File: src/rtl/gshare_pht_updater.sv
// Write-side updater for the gshare PHT: buffers branch resolutions, performs a
// saturating read-modify-write with forwarding from recent writes, one write per cycle.
module gshare_pht_updater #(
    parameter int PC_WIDTH   = 32,
    parameter int ENT_SEL    = 10,
    parameter int DATA_WIDTH = 2,
    parameter int FIFO_DEPTH = 4,
    parameter int HIST_DEPTH = 4
) (
    input  logic                  clk,
    input  logic                  rst,
    input  logic                  i_upd_valid,
    output logic                  o_upd_ready,
    input  logic [PC_WIDTH-1:0]   i_upd_pc,
    input  logic [ENT_SEL-1:0]    i_upd_ghr,
    input  logic [DATA_WIDTH-1:0] i_upd_cnt,
    input  logic                  i_upd_taken,
    input  logic                  i_hold,
    output logic                  o_wr_en,
    output logic [ENT_SEL-1:0]    o_wr_addr,
    output logic [DATA_WIDTH-1:0] o_wr_data,
    output logic                  o_idle
);
    localparam int PTR_W = (FIFO_DEPTH > 1) ? $clog2(FIFO_DEPTH) : 1;
    localparam int CNT_W = $clog2(FIFO_DEPTH + 1);
    localparam logic [CNT_W-1:0]      FULL_CNT = CNT_W'(FIFO_DEPTH);
    localparam logic [DATA_WIDTH-1:0] CNT_MAX  = '1;

    typedef struct packed {
        logic [ENT_SEL-1:0]    idx;
        logic [DATA_WIDTH-1:0] cnt;
        logic                  taken;
    } fifo_ent_t;

    fifo_ent_t             fifo_q [FIFO_DEPTH];
    logic [PTR_W-1:0]      wr_ptr_q, wr_ptr_d;
    logic [PTR_W-1:0]      rd_ptr_q, rd_ptr_d;
    logic [CNT_W-1:0]      count_q, count_d;

    logic                  hist_vld_q  [HIST_DEPTH];
    logic                  hist_vld_d  [HIST_DEPTH];
    logic [ENT_SEL-1:0]    hist_idx_q  [HIST_DEPTH];
    logic [ENT_SEL-1:0]    hist_idx_d  [HIST_DEPTH];
    logic [DATA_WIDTH-1:0] hist_data_q [HIST_DEPTH];
    logic [DATA_WIDTH-1:0] hist_data_d [HIST_DEPTH];

    logic                  wr_en_q, wr_en_d;
    logic [ENT_SEL-1:0]    wr_addr_q, wr_addr_d;
    logic [DATA_WIDTH-1:0] wr_data_q, wr_data_d;

    logic                  push;
    logic                  pop;
    fifo_ent_t             enq_ent;
    fifo_ent_t             head_ent;
    logic [DATA_WIDTH-1:0] base_cnt;
    logic [DATA_WIDTH-1:0] new_cnt;
    logic                  unused_pc;

    assign o_upd_ready = (count_q != FULL_CNT);
    assign push        = i_upd_valid && o_upd_ready;
    assign pop         = (count_q != '0) && !i_hold;
    assign enq_ent     = {i_upd_pc[ENT_SEL+1:2] ^ i_upd_ghr, i_upd_cnt, i_upd_taken};
    assign head_ent    = fifo_q[rd_ptr_q];
    assign unused_pc   = ^{i_upd_pc[PC_WIDTH-1:ENT_SEL+2], i_upd_pc[1:0]};

    assign o_wr_en   = wr_en_q;
    assign o_wr_addr = wr_addr_q;
    assign o_wr_data = wr_data_q;
    assign o_idle    = (count_q == '0) && !wr_en_q;

    always_comb begin
        wr_ptr_d = push ? wr_ptr_q + PTR_W'(1) : wr_ptr_q;
        rd_ptr_d = pop  ? rd_ptr_q + PTR_W'(1) : rd_ptr_q;
        count_d  = count_q;
        if (push && !pop) begin
            count_d = count_q + CNT_W'(1);
        end else if (!push && pop) begin
            count_d = count_q - CNT_W'(1);
        end
    end

    // Walk history oldest to youngest so younger matches override; the
    // in-flight output register is younger than every history entry.
    always_comb begin
        base_cnt = head_ent.cnt;
        for (int i = HIST_DEPTH - 1; i >= 0; i--) begin
            if (hist_vld_q[i] && (hist_idx_q[i] == head_ent.idx)) begin
                base_cnt = hist_data_q[i];
            end
        end
        if (wr_en_q && (wr_addr_q == head_ent.idx)) begin
            base_cnt = wr_data_q;
        end
        new_cnt = base_cnt;
        if (head_ent.taken) begin
            if (base_cnt != CNT_MAX) new_cnt = base_cnt + DATA_WIDTH'(1);
        end else begin
            if (base_cnt != '0) new_cnt = base_cnt - DATA_WIDTH'(1);
        end
    end

    always_comb begin
        for (int i = 0; i < HIST_DEPTH; i++) begin
            hist_vld_d[i]  = hist_vld_q[i];
            hist_idx_d[i]  = hist_idx_q[i];
            hist_data_d[i] = hist_data_q[i];
        end
        if (pop) begin
            hist_vld_d[0]  = 1'b1;
            hist_idx_d[0]  = head_ent.idx;
            hist_data_d[0] = new_cnt;
            for (int i = 1; i < HIST_DEPTH; i++) begin
                hist_vld_d[i]  = hist_vld_q[i-1];
                hist_idx_d[i]  = hist_idx_q[i-1];
                hist_data_d[i] = hist_data_q[i-1];
            end
        end
    end

    always_comb begin
        wr_en_d   = pop;
        wr_addr_d = pop ? head_ent.idx : wr_addr_q;
        wr_data_d = pop ? new_cnt      : wr_data_q;
    end

    always_ff @(posedge clk) begin
        if (!rst && push) begin
            fifo_q[wr_ptr_q] <= enq_ent;
        end
    end

    always_ff @(posedge clk) begin
        if (rst) begin
            wr_ptr_q  <= '0;
            rd_ptr_q  <= '0;
            count_q   <= '0;
            wr_en_q   <= 1'b0;
            wr_addr_q <= '0;
            wr_data_q <= '0;
            for (int i = 0; i < HIST_DEPTH; i++) begin
                hist_vld_q[i]  <= 1'b0;
                hist_idx_q[i]  <= '0;
                hist_data_q[i] <= '0;
            end
        end else begin
            wr_ptr_q  <= wr_ptr_d;
            rd_ptr_q  <= rd_ptr_d;
            count_q   <= count_d;
            wr_en_q   <= wr_en_d;
            wr_addr_q <= wr_addr_d;
            wr_data_q <= wr_data_d;
            for (int i = 0; i < HIST_DEPTH; i++) begin
                hist_vld_q[i]  <= hist_vld_d[i];
                hist_idx_q[i]  <= hist_idx_d[i];
                hist_data_q[i] <= hist_data_d[i];
            end
        end
    end
endmodule

File: config.mk
export PLATFORM = sky130hd
export DESIGN_NAME = gshare_pht_updater
export DESIGN_NICKNAME = d
export VERILOG_FILES = /design/src/rtl/gshare_pht_updater.sv
export SDC_FILE = /design/constraint.sdc
export NUM_CORES = 1
export LEC_CHECK = 0
export CAP_MARGIN = 20
export CORE_MARGIN = 2
export CORE_UTILIZATION = 55
export DETAILED_ROUTE_END_ITERATION = 10
export GPL_TIMING_DRIVEN = 0
export HOLD_SLACK_MARGIN = 0.03
export PLACE_DENSITY_LB_ADDON = 0.2
export SYNTH_ARGS = -nofsm -noshare
export SYNTH_HDL_FRONTEND = slang
export SYNTH_SLANG_ARGS = --single-unit
File: constraint.sdc
create_clock -name clk -period 3.2 [get_ports clk]
set_input_delay 0.64 -clock clk [delete_from_list [all_inputs] [get_ports clk]]
set_output_delay 0.64 -clock clk [all_outputs]
set_load 0.02 [all_outputs]
==> results.cfg <==
[yosys]
yosys-top-cells-area = edfxtp_1 (30%), dfxtp_1 (24%), nand2_1 (7.5%)
yosysTopAreaCell = edfxtp_1
syn-cell-area_um2 = 5170
synth_cell_type_count = 51
synth.most_common_cell = nand2_1
synth_top_area_frac = 0.302
avgSynthCellArea_um2 = 11.1
syn_inst = 467
synth.top_cells.by_count = nand2_1 (104), dfxtp_1 (62), a21oi_1 (52), edfxtp_1 (52), xor2_1 (31)
ys_warn_count = 0
async_reset_ff_frac = 0
synthFlopType = dfxtp_1
synth-edff-count = 52
yosysSeqAreaShare = 0.542
synth_fp_nets = 522
ys_ff_latch = 114

[sta]
finalSetupViolCount = 0
max_slew_margin = 0.462
slew_viol_final = 0
worst_slew_pin_slew_ns = 0.807
finClkSkew_ns = 0.00834
fmax_mhz = 332
finalHoldViolCount = 0
finalCriticalPeriod_ns = 3.01
tns_ns = 0
fin_crit_sh = 0.941
rsz0062_at_grt = no
setup_ws_ns = 0.189

[pwr]
ir_drop_v = 0.000407
leakagePower_nw = 2.17
power_per_cell_area_nw_per_um2 = 797

[worst_setup_path]
criticalPathCategory = reg2reg
arrival_ns = 3.38
startpoint_type = flip-flop
cp.required_ns = 3.57
rrSetupSlack_ns = 0.19
rr_endpoint = hist_data_q[0][1]
crit_path_end_kind = flip-flop
reg2reg_depth = 10
cp_max_fo = 10

[drt]
via_count = 3662
ant_nets = 0
wirelength_mm = 11.4
vias_per_cell = 5.63
first_pass_iters = 5
drt_iter0_drc = 235
met3_wirelength_um = 664
route.detailed.drc = 0
top_layer = met4
wl_met1_mm = 4.72
routedWlPerCell_um = 17.5
met2_length_mm = 5.68

[run]
maxCapViolCount = 0

[hold_path]
hold_path_end = hist_data_q[0][6]
min-delay-start = hist_data_q[0][6]
hold_path_depth = 2
hold_class = reg2reg

[cts]
path_clk_slew_ns = 0.06
cts-buffers-inserted = 17
root_buffer = clkbuf_8
cts_buffer_depth = 2
cts_tree = yes
clock-sinks = 114
htreeDepth = 4
cts_hold_buf = 0
clk_latency_ns = 0.52

[global_routing]
grt_max_degree = 17
track_usage = 0.236
grt_pass1_vias = 3529
grt_overflow = 0
grt_first_pass_wirelength_mm = 17.9
antenna_found_initial = 0

[die]
fp.coreArea_um2 = 9200
io-pin-count = 64
row_count = 35
dieArea_um2 = 10200
die_y_um = 101
start_util = 0.563
die_x_um = 101

[layout]
syn_to_final_growth_pct = 20.6
antenna_cells = 0
drive_gt1_frac = 0.130
finalNonFillerCells = 651
fin_nets = 583

[place]
dpl.hpwl_mm = 7.79
placed_cells = 618
place_ws_ns = 0.0219
gp_congestion = 0.872
port_buffers = 40

[outcome]
status = complete, no violations
==> layout make-up <==
cell class | instances | area, um2
fillers | 688 | 2950
clock buffers | 18 | 418
flip-flops and latches | 114 | 2800
inverters | 10 | 37.5
plain buffers | 35 | 208
multi-input cells | 308 | 2130
repair buffers | 42 | 415
clock inverters | 13 | 96.3
well taps | 111 | 139
==> cells in the final DEF, fill, tap and decap left out, drive strengths merged, types with 11 or more instances in the layout <==
cell type,count
nand2,104
dfxtp,62
a21oi,52
edfxtp,52
clkdlybuf4s50,40
clkbuf,35
xor2,31
xnor2,22
buf,20
nor2,19
mux2i,14
mux4,13
clkinv,11
==> through the flow <==
stage | cell area (um2) | power [W] | hold WS (ns) | util
after detailed placement | 5710 | 0.00334 | 0.457 | 0.621
final | 6240 | 0.00497 | 0.462 | 0.679
after CTS | 6230 | 0.00498 | 0.466 | 0.677
after global routing | 6240 | 0.00520 | 0.488 | 0.679
after global placement | 5710 | 0.00329 | 0.449 | 0.621
after floorplan | 5170 | 0.00290 | 0.436 | -
==> power by group <==
group	leakage, nW	internal (W)	total [W]	switching (W)
combinational	0.945	0.000668	0.00152	0.000850
sequential	0.975	0.00169	0.00181	0.000124
clock	0.255	0.00101	0.00165	0.000640
==> worst max-delay path, cell delays in order (launching register included) <==
cell	delay, ns
dfxtp_1	0.32
buf_6	0.12
buf_12	0.14
mux4_2	0.63
xor2_1	0.18
nor4_1	0.40
nand3_1	0.22
mux2_1	0.37
a31o_4	0.22
o2bb2ai_1	0.16
a311oi_2	0.11
==> how the worst max path moves through the flow <==
stage | from | end | slack, ns | cells after the start
2_1_floorplan | flip-flop | hist_data_q[0][1] | 0.55 | 10
3_3_place_gp | i_hold | count_q[2] | 0.10 | 10
3_5_place_dp | i_hold | count_q[2] | 0.02 | 10
4_1_cts | flip-flop | hist_data_q[0][1] | 0.09 | 9
5_1_grt | flip-flop | hist_data_q[0][1] | 0.02 | 10
6_report | flip-flop | hist_data_q[0][1] | 0.19 | 10
==> timing repair <==
action                                  in CTS  in global routing
endpoints found under the setup margin       0                  2
setup buffers                                0                  2
resized for setup                            0                  0
==> per-layer routing <==
layer	track usage	vias to the layer above
li1	-	1731
met1	0.298	1751
met2	0.385	142
met3	0.0617	38
met4	0.105	0
met5	0	-
==> logic make-up after synthesis <==
group           after synthesis  synth area share
fa+ha+maj                     6            0.0160
mux                          28            0.0873
xor+xnor                     53             0.101
flops                       114             0.542
compound gates               67            0.0769
buf+inv                      45            0.0474
simple gates                154             0.130
==> state kept, by name, indices dropped and copies added, names as in the netlist, named ones only <==
name,flops
o_wr_en,1
o_wr_data,1
o_wr_addr,9
fifo_q,52
rd_ptr_q,2
hist_data_q,7
count_q,3
hist_vld_q,4
wr_ptr_q,2
hist_idx_q,31
Note: power is estimated with default switching activity, not from simulation.
